### config.mk
export PLATFORM = sky130hd
export DESIGN_NAME = uart_rx_flat
export DESIGN_NICKNAME = d
export VERILOG_FILES = /design/src/rtl/uart_pkg.sv /design/src/rtl/uart_rx_if.sv /design/src/rtl/uart_sync2.sv /design/src/rtl/uart_rx.sv /design/src/flat_wrapper.sv
export SDC_FILE = /design/constraint.sdc
export NUM_CORES = 1
export LEC_CHECK = 0
export BUFFER_PORTS_ARGS = -buffer_cell sky130_fd_sc_hd__buf_2
export CORE_MARGIN = 2
export CORE_UTILIZATION = 23
export DETAILED_ROUTE_END_ITERATION = 8
export PLACE_DENSITY_LB_ADDON = 0.1
export SETUP_SLACK_MARGIN = 0.5
export SLEW_MARGIN = 40
export SYNTH_ARGS = -nofsm -noshare
export SYNTH_HDL_FRONTEND = slang
export SYNTH_HIERARCHICAL = 1
export SYNTH_SLANG_ARGS = --single-unit
### constraint.sdc
create_clock -name user_clk -period 1.9 [get_ports user_clk]
set_clock_uncertainty 0.05 [all_clocks]
set_input_delay 0.38 -clock user_clk [delete_from_list [all_inputs] [get_ports user_clk]]
set_output_delay 0.38 -clock user_clk [all_outputs]
set_load 0.05 [all_outputs]
### src/rtl/uart_pkg.sv
// Shared UART definitions: receiver state encoding, frame width and baud
// divisor derivation used by both uart_rx and uart_tx.
package uart_pkg;

   localparam int DATA_BITS = 8;

   typedef enum logic [2:0] {
      IDLE,
      START,
      DATA,
      STOP,
      WAIT_IDLE
   } rx_state_t;

   typedef struct packed {
      int unsigned clks_per_bit;
      int unsigned cnt_w;
   } baud_cfg_t;

   function automatic baud_cfg_t baud_cfg(input int unsigned clk_hz, input int unsigned baud_hz);
      baud_cfg_t c;
      c.clks_per_bit = clk_hz / baud_hz;
      c.cnt_w        = (c.clks_per_bit > 1) ? $clog2(c.clks_per_bit) : 1;
      return c;
   endfunction

endpackage

### src/rtl/uart_rx_if.sv
// Single-entry valid/ready byte channel from the UART receiver to its consumer.
interface uart_rx_if;
   import uart_pkg::*;

   logic [DATA_BITS-1:0] data;
   logic                 valid;
   logic                 ready;

   modport master (output data, output valid, input ready);
   modport slave  (input data, input valid, output ready);

endinterface

### src/rtl/uart_sync2.sv
// Two-flop synchroniser for asynchronous inputs; resets to RST_VAL so an idle
// serial line reads as high straight out of reset.
module uart_sync2 #(
   parameter int           W       = 1,
   parameter logic [W-1:0] RST_VAL = '1
) (
   input  logic         clk,
   input  logic         rst_n,
   input  logic [W-1:0] d,
   output logic [W-1:0] q
);

   logic [W-1:0] meta;

   always_ff @(posedge clk or negedge rst_n) begin
      if (!rst_n) begin
         meta <= RST_VAL;
         q    <= RST_VAL;
      end else begin
         meta <= d;
         q    <= meta;
      end
   end

endmodule

### src/rtl/uart_rx.sv
// 8N1 UART receiver: mid-bit sampling FSM feeding a one-entry holding register
// with framing-error and overrun reporting.
module uart_rx
   import uart_pkg::*;
#(
   parameter int unsigned CLK_FREQUENCY  = 125000000,
   parameter int unsigned UART_FREQUENCY = 9600
) (
   input  logic      user_clk,
   input  logic      rst_n,
   input  logic      rx_bit,
   uart_rx_if.master rx,
   output logic      frame_error,
   output logic      overrun,
   output logic      busy
);

   localparam baud_cfg_t CFG = baud_cfg(CLK_FREQUENCY, UART_FREQUENCY);
   localparam int CNT_W = int'(CFG.cnt_w);
   localparam int BIT_W = $clog2(DATA_BITS);
   localparam logic [CNT_W-1:0] BIT_LAST  = CNT_W'(CFG.clks_per_bit - 1);
   localparam logic [CNT_W-1:0] HALF_LAST = CNT_W'(CFG.clks_per_bit / 2 - 1);
   localparam logic [BIT_W-1:0] LAST_IDX  = BIT_W'(DATA_BITS - 1);

   logic                 rx_s;
   rx_state_t            state, state_nxt;
   logic [CNT_W-1:0]     cnt, cnt_nxt;
   logic [BIT_W-1:0]     bit_idx, bit_nxt;
   logic [DATA_BITS-1:0] shift, shift_nxt;
   logic                 ferr_nxt, stop_ok, done;
   logic [DATA_BITS-1:0] data_q;
   logic                 valid_q;

   uart_sync2 #(.W(1), .RST_VAL(1'b1)) u_sync (
      .clk   (user_clk),
      .rst_n (rst_n),
      .d     (rx_bit),
      .q     (rx_s)
   );

   always_ff @(posedge user_clk or negedge rst_n) begin
      if (!rst_n) begin
         state       <= IDLE;
         cnt         <= '0;
         bit_idx     <= '0;
         shift       <= '0;
         frame_error <= 1'b0;
         done        <= 1'b0;
      end else begin
         state       <= state_nxt;
         cnt         <= cnt_nxt;
         bit_idx     <= bit_nxt;
         shift       <= shift_nxt;
         frame_error <= ferr_nxt;
         done        <= stop_ok;
      end
   end

   always_comb begin
      state_nxt = state;
      cnt_nxt   = cnt + 1'b1;
      bit_nxt   = bit_idx;
      shift_nxt = shift;
      ferr_nxt  = 1'b0;
      stop_ok   = 1'b0;
      unique case (state)
         IDLE: begin
            cnt_nxt = '0;
            if (!rx_s) state_nxt = START;
         end
         START: begin
            if (cnt == HALF_LAST) begin
               cnt_nxt   = '0;
               bit_nxt   = '0;
               state_nxt = rx_s ? IDLE : DATA;
            end
         end
         DATA: begin
            if (cnt == BIT_LAST) begin
               cnt_nxt   = '0;
               shift_nxt = {rx_s, shift[DATA_BITS-1:1]};
               bit_nxt   = bit_idx + 1'b1;
               if (bit_idx == LAST_IDX) state_nxt = STOP;
            end
         end
         STOP: begin
            if (cnt == BIT_LAST) begin
               cnt_nxt = '0;
               if (rx_s) begin
                  stop_ok   = 1'b1;
                  state_nxt = IDLE;
               end else begin
                  ferr_nxt  = 1'b1;
                  state_nxt = WAIT_IDLE;
               end
            end
         end
         WAIT_IDLE: begin
            // a held-low line (break) yields one frame_error, not one per frame time
            cnt_nxt = '0;
            if (rx_s) state_nxt = IDLE;
         end
         default: state_nxt = IDLE;
      endcase
   end

   // shift is untouched outside DATA, so it still holds the byte while done is high
   always_ff @(posedge user_clk or negedge rst_n) begin
      if (!rst_n) begin
         data_q  <= '0;
         valid_q <= 1'b0;
         overrun <= 1'b0;
      end else begin
         overrun <= 1'b0;
         if (done) begin
            if (!valid_q || rx.ready) begin
               data_q  <= shift;
               valid_q <= 1'b1;
            end else begin
               overrun <= 1'b1;
            end
         end else if (valid_q && rx.ready) begin
            valid_q <= 1'b0;
         end
      end
   end

   assign rx.data  = data_q;
   assign rx.valid = valid_q;
   assign busy     = (state != IDLE);

endmodule

### src/flat_wrapper.sv
// flat-port wrapper written by rule: the top's interface ports become plain ports
module uart_rx_flat import uart_pkg::*;
#(
   parameter int unsigned CLK_FREQUENCY  = 125000000,
   parameter int unsigned UART_FREQUENCY = 9600
)
  (user_clk, rst_n, rx_bit, frame_error, overrun, busy, rx_data, rx_valid, rx_ready);
  uart_rx_if rx_i ();
  input  logic user_clk;
  input  logic rst_n;
  input  logic rx_bit;
  output logic frame_error;
  output logic overrun;
  output logic busy;
  output wire logic [$bits(rx_i.data)-1:0] rx_data;
  output wire logic [$bits(rx_i.valid)-1:0] rx_valid;
  input wire logic [$bits(rx_i.ready)-1:0] rx_ready;
  assign rx_data = rx_i.data;
  assign rx_valid = rx_i.valid;
  assign rx_i.ready = rx_ready;
  uart_rx #(.CLK_FREQUENCY(CLK_FREQUENCY), .UART_FREQUENCY(UART_FREQUENCY)) u_core (.user_clk(user_clk), .rst_n(rst_n), .rx_bit(rx_bit), .rx(rx_i), .frame_error(frame_error), .overrun(overrun), .busy(busy));
endmodule
==> impl_results.md, run 1 <==
* Row count at 34
* CP Class: flop to flop
* Warnings from Yosys at 6
* Switching power at 0.343 mW
* Clk_lat worst skew at 0.29 ns
* Area of the mapped netlist at 2000 um^2
* Clock Sinks at 42
* Area Growth Syn to Fin at 31.0%
* Async S/R FF share, synth at 100%
* Yosys cell types at 38
* Max Fclk at 553 MHz
* Max Cap Viol at 0
* Core area at approximately 8600 um^2
* FF+latch count, synth at 42
* Nets@finish at ~220
* Status: finished clean
* Crit path time final at 1.81 ns
* Worst vdd ir at around 0.21 mV
* Die area at 9450 um^2
* TritonCTS clock tree: yes
* LEAKAGE at 1.18 nW
* Vias in the first global route at 1533
* Initial antenna violation count at 0
* Routed WL per cell at 14.6 um
* Initial DRC Count at 31
* Fin. Hold Viols at 0
* DR vias at roughly 1500
* Worst-path clk slew at about 0.080 ns
* Die Y at 97.2 um
* Worst setup margin at 0.0920 ns
* Filler cell count in the final layout at 861
* Vias per cell at 4.56
* Syn Inst Count at 168
* FF/Latch Area at 1060 um^2
* IO Count at 16
* Pin count of the biggest net entering global routing at 28
* GR Overflow Total at 0
* Starting density of the core at 23.4%
* Placed wire-length estimate at 3130 um
* Synth Flop Type: dfrtp_1
* CTS Buf Count at 5
* DRC viols at 0
* Pre-CTS setup slack at 0.0610 ns
* CTS Buffer Depth at 2
* Sequential Power Share at 54.8%
* Util after Layout at 30.6%
* Diode count at 0
* Crit end category: flop
* Highest net fanout along the worst path at 8
* Sequential area share after synthesis at 52.7%
* GR Util All Layers at 10.2%
* H-tree depth at 2
* Pre-Repair DR Iteration Count at 4
* Root Buffer: clkbuf_8
* Final worst-path cycle share at 95.2%
* Syn avg cell area at 11.9 um^2
* I/O Buffers at 15
* Multi-input logic area at about 1000 um^2
* PwrDens at between 600 and 700 nW/um^2
* Switch share at between 20% and 30%
* Setup TNS at 0 ns
* Max-slew headroom at 73.1%
* Max-slew violations at 0
* Worst-Margin Slew at between 0.4 and 0.5 ns
* First-pass GRT wire length at approximately 7700 um
* # setup viols final at 0
* Worst hold-check path type: primary input to flop
* CP Launch Type: flop
* GPL Wtd Cong at 0.736
* RSZ-0062 raised after global routing: yes
* Number of nets with antenna violations after routing at 0
* Routed wire length at 4670 um
* Crit path arrival time at 1.93 ns
* Int Power at about 1.3 mW
* Mapped Nets at 176
* EDFF count, synth at 0
* Clock share of power at 43.5%
* Share of cells above drive strength 1 at 41.2%
* Die width at 97.2 um
* Gate power share at approximately 1.7%
* Critical Path RT at 2.02 ns
-- cell type report --
class,instances,area share [%]
Inverter,7,1.00
Clock inverter,2,1.43
Multi-Input combinational cell,113,37.2
Tap cell,108,5.16
Timing Repair Buffer,41,11.9
Clock buffer,6,2.77
Sequential cell,42,40.5
-- power by group through the flow --
| stage | Sequential [mW] | Clock (mW) | Combinational [mW] |
|---|---|---|---|
| after global routing | 0.900 | 0.783 | 0.0336 |
| after global placement | 0.917 | 0 | 0.0280 |
| after detailed placement | 0.917 | 0 | 0.0290 |
| after CTS | 0.900 | 0.746 | 0.0308 |
| final | 0.899 | 0.713 | 0.0286 |
| after floorplan | 0.916 | 0 | 0.00135 |
-- cells by family (layout without fill, tap and decap cells) --
logic type | Yosys count | count (layout) | synth area share (%)
AOI/OAI and AO/OA | 25 | 25 | 7.64
xor gates and xnor gates | 10 | 10 | 4.38
adders and majority gates | 4 | 4 | 2.50
buffers and inverters | 14 | 56 | 3.69
DFF | 42 | 42 | 52.7
muxes | 19 | 19 | 10.5
and+or+nand+nor | 54 | 55 | 18.5
-- per-layer routing --
metal  global-route usage [%]  routed length, um  vias up
met5                        0                  0        -
met4                     3.68                 54        0
met3                     3.31                226        6
met2                     16.3               2240       33
met1                     13.0               2140      729
li1                         -                  -      687
-- state kept, by name, summed over array words and instances (netlist names) --
signal,cells
u_core/u_sync/q,1
u_core/shift,8
u_core/rx.data,8
u_core/rx.valid,1
u_core/done,1
u_core/cnt,14
u_core/state,3
u_core/u_sync/meta,1
u_core/bit_idx,3
u_core/frame_error,1
u_core/overrun,1
-- path summary, 6_finish.rpt --
| kind | start | endpoint | slack [ns] | cells after the start |
|---|---|---|---|---|
| max | u_core/cnt[1]$_DFF_PN0_ | u_core/cnt[13]$_DFF_PN0_ | 0.09 | 6 |
| min | rx_bit | u_core/u_sync/meta$_DFF_PN1_ | 0.13 | 1 |
| max reg2reg | u_core/cnt[1]$_DFF_PN0_ | u_core/cnt[13]$_DFF_PN0_ | 0.09 | 6 |
| min reg2reg | u_core/u_sync/meta$_DFF_PN1_ | u_core/u_sync/q$_DFF_PN1_ | 0.31 | 0 |
| max in group asynchronous | rst_n | u_core/cnt[3]$_DFF_PN0_ | 0.81 | 3 |
| min in group asynchronous | rst_n | u_core/bit_idx[2]$_DFFE_PN0P_ | 0.49 | 2 |
-- what timing repair did --
action                                  4_1_cts  5_1_grt
endpoints found under the setup margin       31       34
hold buffers                                  1        0
hold endpoints to repair                     13        0
resized for setup                            17        3
cloned                                        1        0
pin swaps                                     9        3
buffers inserted                              7        3
-- per-stage QoR --
step / total power, mW / instances / cell area, um^2 / hold WS, ns
2_1_floorplan: 0.918 / 168 / 2050 / 0.0344
3_3_place_gp: 0.945 / 299 / 2320 / 0.274
3_5_place_dp: 0.946 / 299 / 2320 / 0.285
4_1_cts: 1.68 / 316 / 2590 / 0.113
5_1_grt: 1.72 / 319 / 2620 / 0.111
6_report: 1.64 / 319 / 2620 / 0.131
-- layout by cell type, fill, tap and decap left out, drive strengths merged, types with 2 or more instances in the layout --
cell type / n
nand2b: 3
nand3: 8
nor2: 5
xnor2: 2
or3: 3
a22oi: 2
inv: 7
a21oi: 14
nand4: 4
dfrtp: 40
or4: 2
nand4bb: 4
mux2i: 3
nand4b: 2
ha: 4
nand2: 13
buf: 39
nor4: 3
nor3b: 2
xor2: 8
o21a: 2
mux2: 16
dfstp: 2
o21ai: 3
nand3b: 2
clkbuf: 7
and4: 3
-- cell usage after synthesis (all sizes together) (3+ instances only) --
master	count	area share, %
dfrtp	40	50
mux2	16	9.0
a21oi	14	3.5
nand2	12	2.8
nand3	8	2.0
xor2	8	3.5
inv	7	1.3
buf	5	2.0
nor2	5	0.94
ha	4	2.5
nand4	4	1.3
nand4bb	4	3.1
and4	3	1.3
mux2i	3	1.5
nand2b	3	0.94
nor4	3	1.7
o21ai	3	0.75
or3	3	0.94
-- worst max-delay path: stages, from the launching register on --
cell and delay, ns:
dfrtp_1 0.41, inv_1 0.06, ha_1 0.15, nand4bb_1 0.15, or4_4 0.63, nand2_8 0.14, a22oi_1 0.09
No activity file was read; power rests on OpenSTA's default activity.
==> inputs of run 2 (changes only) <==
CORE_ASPECT_RATIO = 2   (was unset)
==> run 2 against run 1 <==
Hold slack better by 0.0099 ns. Maximum frequency down 0.53%. Power is 10% higher. Clock power grew 23%. Critical endpoint unchanged. Largest cell class unchanged. Largest power group unchanged.
==> impl_results.md, run 2 (synthesis gave the netlist of run 1 again) <==
* Worst-Margin Slew at 0.257 ns
* Starting density of the core at 23.4%
* CTS Buffer Depth at 2
* LEAKAGE at 1.20 nW
* Vias per cell at 4.81
* Max reg flops at 14
* WHS Endpoint: u_core/u_sync/meta$_DFF_PN1_
* Max Fclk at ~550 MHz
* Critical path origin: u_core/cnt[13]$_DFF_PN0_
* GPL Wtd Cong at 0.820
* Die area at 9490 um^2
* Max-slew headroom at 82.4%
* Hold_sp: rx_bit
* Max Cap Viol at 0
* Worst vdd ir at 0.273 mV
* Die width at 69.9 um
* Routed WL per cell at 16.7 um
* RR Endpoint: u_core/cnt[13]$_DFF_PN0_
* Worst hold-check path type: primary input to flop
* Crit-path cells: or3_4, or4_4, nand2_8, a22oi_1
* Final worst-path cycle share at 95.7%
* Pre-Repair DR Iteration Count at 4
* Setup TNS at 0 ns
* Initial DRC Count at 64
* PwrDens at 681 nW/um^2
* Highest net fanout along the worst path at 8
* Status: finished clean
* Number of nets with antenna violations after routing at 0
* Routed wire length at 5190 um
* Pin count of the biggest net entering global routing at 23
* Crit end category: flop
* CP Launch Type: flop
* FF/Latch Area at 1060 um^2
* Placed wire-length estimate at 3830 um
* First-pass GRT wire length at 8540 um
* WHS at roughly 0.14 ns
* Crit path time final at 1.82 ns
* Clock Sinks at 42
* Worst-path clk slew at 0.06 ns
* Nets@finish at around 220
* Initial antenna violation count at 0
* DRC viols at 0
* RSZ-0062 raised after global routing: yes
* Most frequent cells in the layout: 32 x dfrtp_1, 22 x buf_4, 16 x mux2_2
* Core area at 8530 um^2
* Worst path slowest cell: or4_4
* Commonest non-fill, non-tap cell in the layout: dfrtp_1
* CP Class: flop to flop
* R2R depth at 4
* Largest reg by FF count: u_core/cnt
* CTS Buf Count at 5
* Fin. Hold Viols at 0
* DR vias at between 1000 and 1500
* Share of cells above drive strength 1 at between 40 and 50%
* IO Count at 16
* Slowest cell delay on critical path at 0.61 ns
* I/O Buffers at 15
* GR Util All Layers at 11.9%
* Die Y at 136 um
* # setup viols final at 0
* Area Growth Syn to Fin at 32.6%
* Vias in the first global route at 1666
* Diode count at 0
* Filler cell count in the final layout at around 880
* R2r setup slk at between 0.08 and 0.09 ns
* Multi-input logic area at 971 um^2
* Max-slew violations at 0
* Root Buffer: clkbuf_16
* TritonCTS clock tree: yes
* Crit path arrival time at 1.92 ns
* Row count at 48
* WHS Path Cells at 1
* GR Overflow Total at 0
* Critical Path RT at 2.01 ns
* Pwr Total at 1.80 mW
* Clk_lat worst skew at between 0.2 and 0.3 ns
* H-tree depth at 2
* Worst reg2reg path startpoint: u_core/cnt[13]$_DFF_PN0_
[run 2: changes by cell type in the layout (fill, tap and decap cells not counted), moves of 2 or more]
cell	delta
clkbuf_16	+5
dfrtp_1	-2
clkbuf_8	-4
dfrtp_2	+2
[run 2: worst max-delay path by stage]
stage	slack (ns)	end
after floorplan	0.15	u_core/state[0]$_DFFE_PN0P_
after global placement	-0.01	u_core/cnt[13]$_DFF_PN0_
after detailed placement	-0.01	u_core/cnt[13]$_DFF_PN0_
after CTS	0.08	u_core/cnt[13]$_DFF_PN0_
after global routing	0.003	u_core/state[1]$_DFFE_PN0P_
final	0.08	u_core/cnt[13]$_DFF_PN0_
[run 2: repair_timing]
| action | in CTS | in global routing |
|---|---|---|
| endpoints found under the setup margin | 31 | 39 |
| hold buffers | 1 | 0 |
| gates resized for setup | 18 | 4 |
| pin swaps | 5 | 4 |
| endpoints found under the hold margin | 4 | 0 |
| gates cloned | 1 | 0 |
| setup buffers | 12 | 0 |
[run 2: stage by stage]
stage	instances	util [%]	setup slack (ns)	area, um^2
detailed placement	289	27.0	-0.0137	2300
finish	311	31.1	0.0823	2650
floorplan	168	-	0.155	2050
CTS	311	30.8	0.0807	2630
global placement	289	27.0	-0.0133	2300
global route	311	31.1	0.00347	2650
[run 2: critical path: cells and delay by family (launching register included)]
kind | cells | cell delay [ns]
simple gates | 3 | 1.14
compound gates | 1 | 0.09
flops | 1 | 0.40
[run 2: layer usage]
metal	track usage, %	wire length [um]	vias up
met5	0	0	-
met4	8.01	260	0
met3	2.15	153	16
met2	24.4	3160	43
met1	9.77	1620	747
li1	-	-	691
[run 2: area by class of cell]
cell class / count / share of cell area (%)
clock buffers: 6 / 5.24
inverters: 7 / 0.992
well taps: 100 / 4.72
multi-input cells: 113 / 36.7
flip-flops and latches: 42 / 40.2
repair buffers: 41 / 11.8
clock inverters: 2 / 0.472
[run 2: power by group]
part	internal [mW]	switching (mW)	leakage [nW]	total [mW]
Combinational	0.00967	0.0205	0.575	0.0302
Sequential	0.898	0.00206	0.553	0.900
Clock	0.520	0.354	0.0729	0.874
==> inputs of run 3 (changes only) <==
--- a/constraint.sdc
+++ b/constraint.sdc
@@ -3,3 +3,3 @@
 set_input_delay 0.38 -clock user_clk [delete_from_list [all_inputs] [get_ports user_clk]]
 set_output_delay 0.38 -clock user_clk [all_outputs]
-set_load 0.05 [all_outputs]
+set_load 0.01 [all_outputs]
==> run 3 against run 2 <==
Non-clock buffer count rose by 1. Register-to-register slack improved by 0.03 ns. Flip-flop and latch count did not move. Via count is 0.47% lower. Global-route usage is 1.1 points lower. Count of clock-buffer cells in the layout decreased by 1. Sequential power about the same. Routed wire length fell by 5.8%. Utilization rose by 1.2 points. Critical path depth unchanged. Clock power up 27%. Maximum frequency is 1.9% higher. Largest cell class unchanged.
==> impl_results.md, run 3 (synthesis gave the netlist of run 1 again) <==
* Post-Layout Inst Area at 2750 um^2
* Clk_lat worst skew at 0.29 ns
* Pre-Repair DR Iteration Count at 4
* CTS Buffer Depth at 2
* H-tree depth at 2
* Most frequent cells in the layout: 33 x dfrtp_1, 20 x buf_4, 15 x mux2_2
* I/O Buffers at 15
* Max reg flops at 14
* Die width at 69.9 um
* Number of nets with antenna violations after routing at 0
* Largest reg by FF count: u_core/cnt
* IO Count at 16
* Max-slew headroom at 65.7%
* GR Overflow Total at 0
* Gate power share at approximately 1.2%
* Row count at 48
* RR Endpoint: u_core/state[0]$_DFFE_PN0P_
* Root Buffer: clkbuf_16
* Initial antenna violation count at 0
* Critical path origin: u_core/cnt[10]$_DFF_PN0_
* RSZ-0062 raised after global routing: yes
* Status: finished clean
* Setup TNS at 0 ns
* CP Class: flop to flop
* CTS Buf Count at 5
* Nets@finish at 219
* Worst-path clk slew at 0.06 ns
* Die Y at around 140 um
* Max Fclk at 560 MHz
* Share of cells above drive strength 1 at 47.2%
* DR vias at 1490
* First-pass GRT wire length at 7900 um
* Worst reg2reg path startpoint: u_core/cnt[10]$_DFF_PN0_
* Max Cap Viol at 0
* Initial DRC Count at 43
* Die area at 9490 um^2
* CP Launch Type: flop
* Clock share of power at 54.6%
* Worst hold-check path type: primary input to flop
* Int Power at 1.66 mW
* Commonest non-fill, non-tap cell in the layout: dfrtp_1
* CP Capture Point: u_core/state[0]$_DFFE_PN0P_
* Area Growth Syn to Fin at 37.8%
* Switching power at around 0.38 mW
* Starting density of the core at 23.4%
* GR Util All Layers at between 10% and 20%
* Diode count at 0
* Crit path time final at 1.78 ns
* Vias in the first global route at 1585
* Pin count of the biggest net entering global routing at 40
* Routed WL per cell at 15.7 um
* Crit path arrival time at 1.90 ns
* Max-slew violations at 0
* TritonCTS clock tree: yes
* R2R depth at 4
* Placed wire-length estimate at 3330 um
* Critical Path RT at between 2 and 2.5 ns
* Sequential Power Share at 44.2%
* PwrDens at 740 nW/um^2
* Worst vdd ir at 0.442 mV
* Highest net fanout along the worst path at 8
* R2r setup slk at 0.12 ns
* Routed wire length at 4890 um
* Crit end category: flop
* LEAKAGE at roughly 1.2 nW
* Fin. Hold Viols at 0
* GPL Wtd Cong at between 0.8 and 0.9
* Final worst-path cycle share at 93.9%
* Core area at 8530 um^2
* # setup viols final at 0
* Switch share at 18.6%
* DRC viols at 0
* Vias per cell at roughly 4.8
* Worst-Margin Slew at 0.515 ns
* Placement Cell Area at 2290 um^2
* Clock Sinks at 42
run 3: metal layers:
| metal | GRT usage (%) | part of all wire [%] | up-vias |
|---|---|---|---|
| met5 | 0 | 0 | - |
| met4 | 6.73 | 4.7 | 0 |
| li1 | - | - | 685 |
| met1 | 10.3 | 33 | 749 |
| met2 | 20.6 | 59 | 39 |
| met3 | 2.30 | 3.2 | 17 |
run 3: worst min-delay path by stage:
stage	startpoint	end	slack [ns]	cells past startpoint
2_1_floorplan	rst_n	u_core/bit_idx[0]$_DFFE_PN0P_	0.03	0
3_3_place_gp	rst_n	u_core/rx.data[0]$_DFFE_PN0P_	0.13	1
3_5_place_dp	rst_n	u_core/rx.data[0]$_DFFE_PN0P_	0.14	1
4_1_cts	rx_bit	u_core/u_sync/meta$_DFF_PN1_	0.13	1
5_1_grt	rx_bit	u_core/u_sync/meta$_DFF_PN1_	0.13	1
6_report	rx_bit	u_core/u_sync/meta$_DFF_PN1_	0.14	1
run 3: critical path: stages (launching register included):
cell	delay, ns
dfrtp_1	0.42
or3_4	0.38
or4_4	0.56
nand2_8	0.15
o221ai_2	0.09
run 3: cell type report:
cell class,count,area [um^2]
multi-input combinational,113,1010
sequential,42,1060
timing repair buffer,42,332
tap,100,125
fill,869,5780
clock inverter,3,68.8
clock buffer,5,125
inverter,7,26.3
run 3: timing repair:
item / CTS / global route
endpoints found under the hold margin: 3 / 0
setup buffers: 9 / 1
hold buffers: 1 / 0
pin swaps: 5 / 1
cloned: 1 / 1
resized for setup: 29 / 7
setup endpoints to repair: 31 / 31
run 3: power groups by stage:
stage | Combinational (mW) | Sequential, mW | Clock [mW]
finish | 0.0251 | 0.900 | 1.11
detailed placement | 0.0251 | 0.917 | 0
floorplan | 0.00135 | 0.916 | 0
CTS | 0.0270 | 0.900 | 1.15
global route | 0.0301 | 0.900 | 1.18
global placement | 0.0246 | 0.917 | 0
run 3: metrics by stage:
stage               instances  hold slack [ns]  setup slack, ns  utilization (%)  total power [mW]
floorplan                 168           0.0344            0.155                -             0.918
global placement          291            0.133           0.0453             26.9             0.942
detailed placement        291            0.136           0.0425             26.9             0.942
CTS                       310            0.134            0.122             31.7              2.08
global route              312            0.129           0.0875             32.3              2.11
finish                    312            0.139            0.115             32.3              2.04
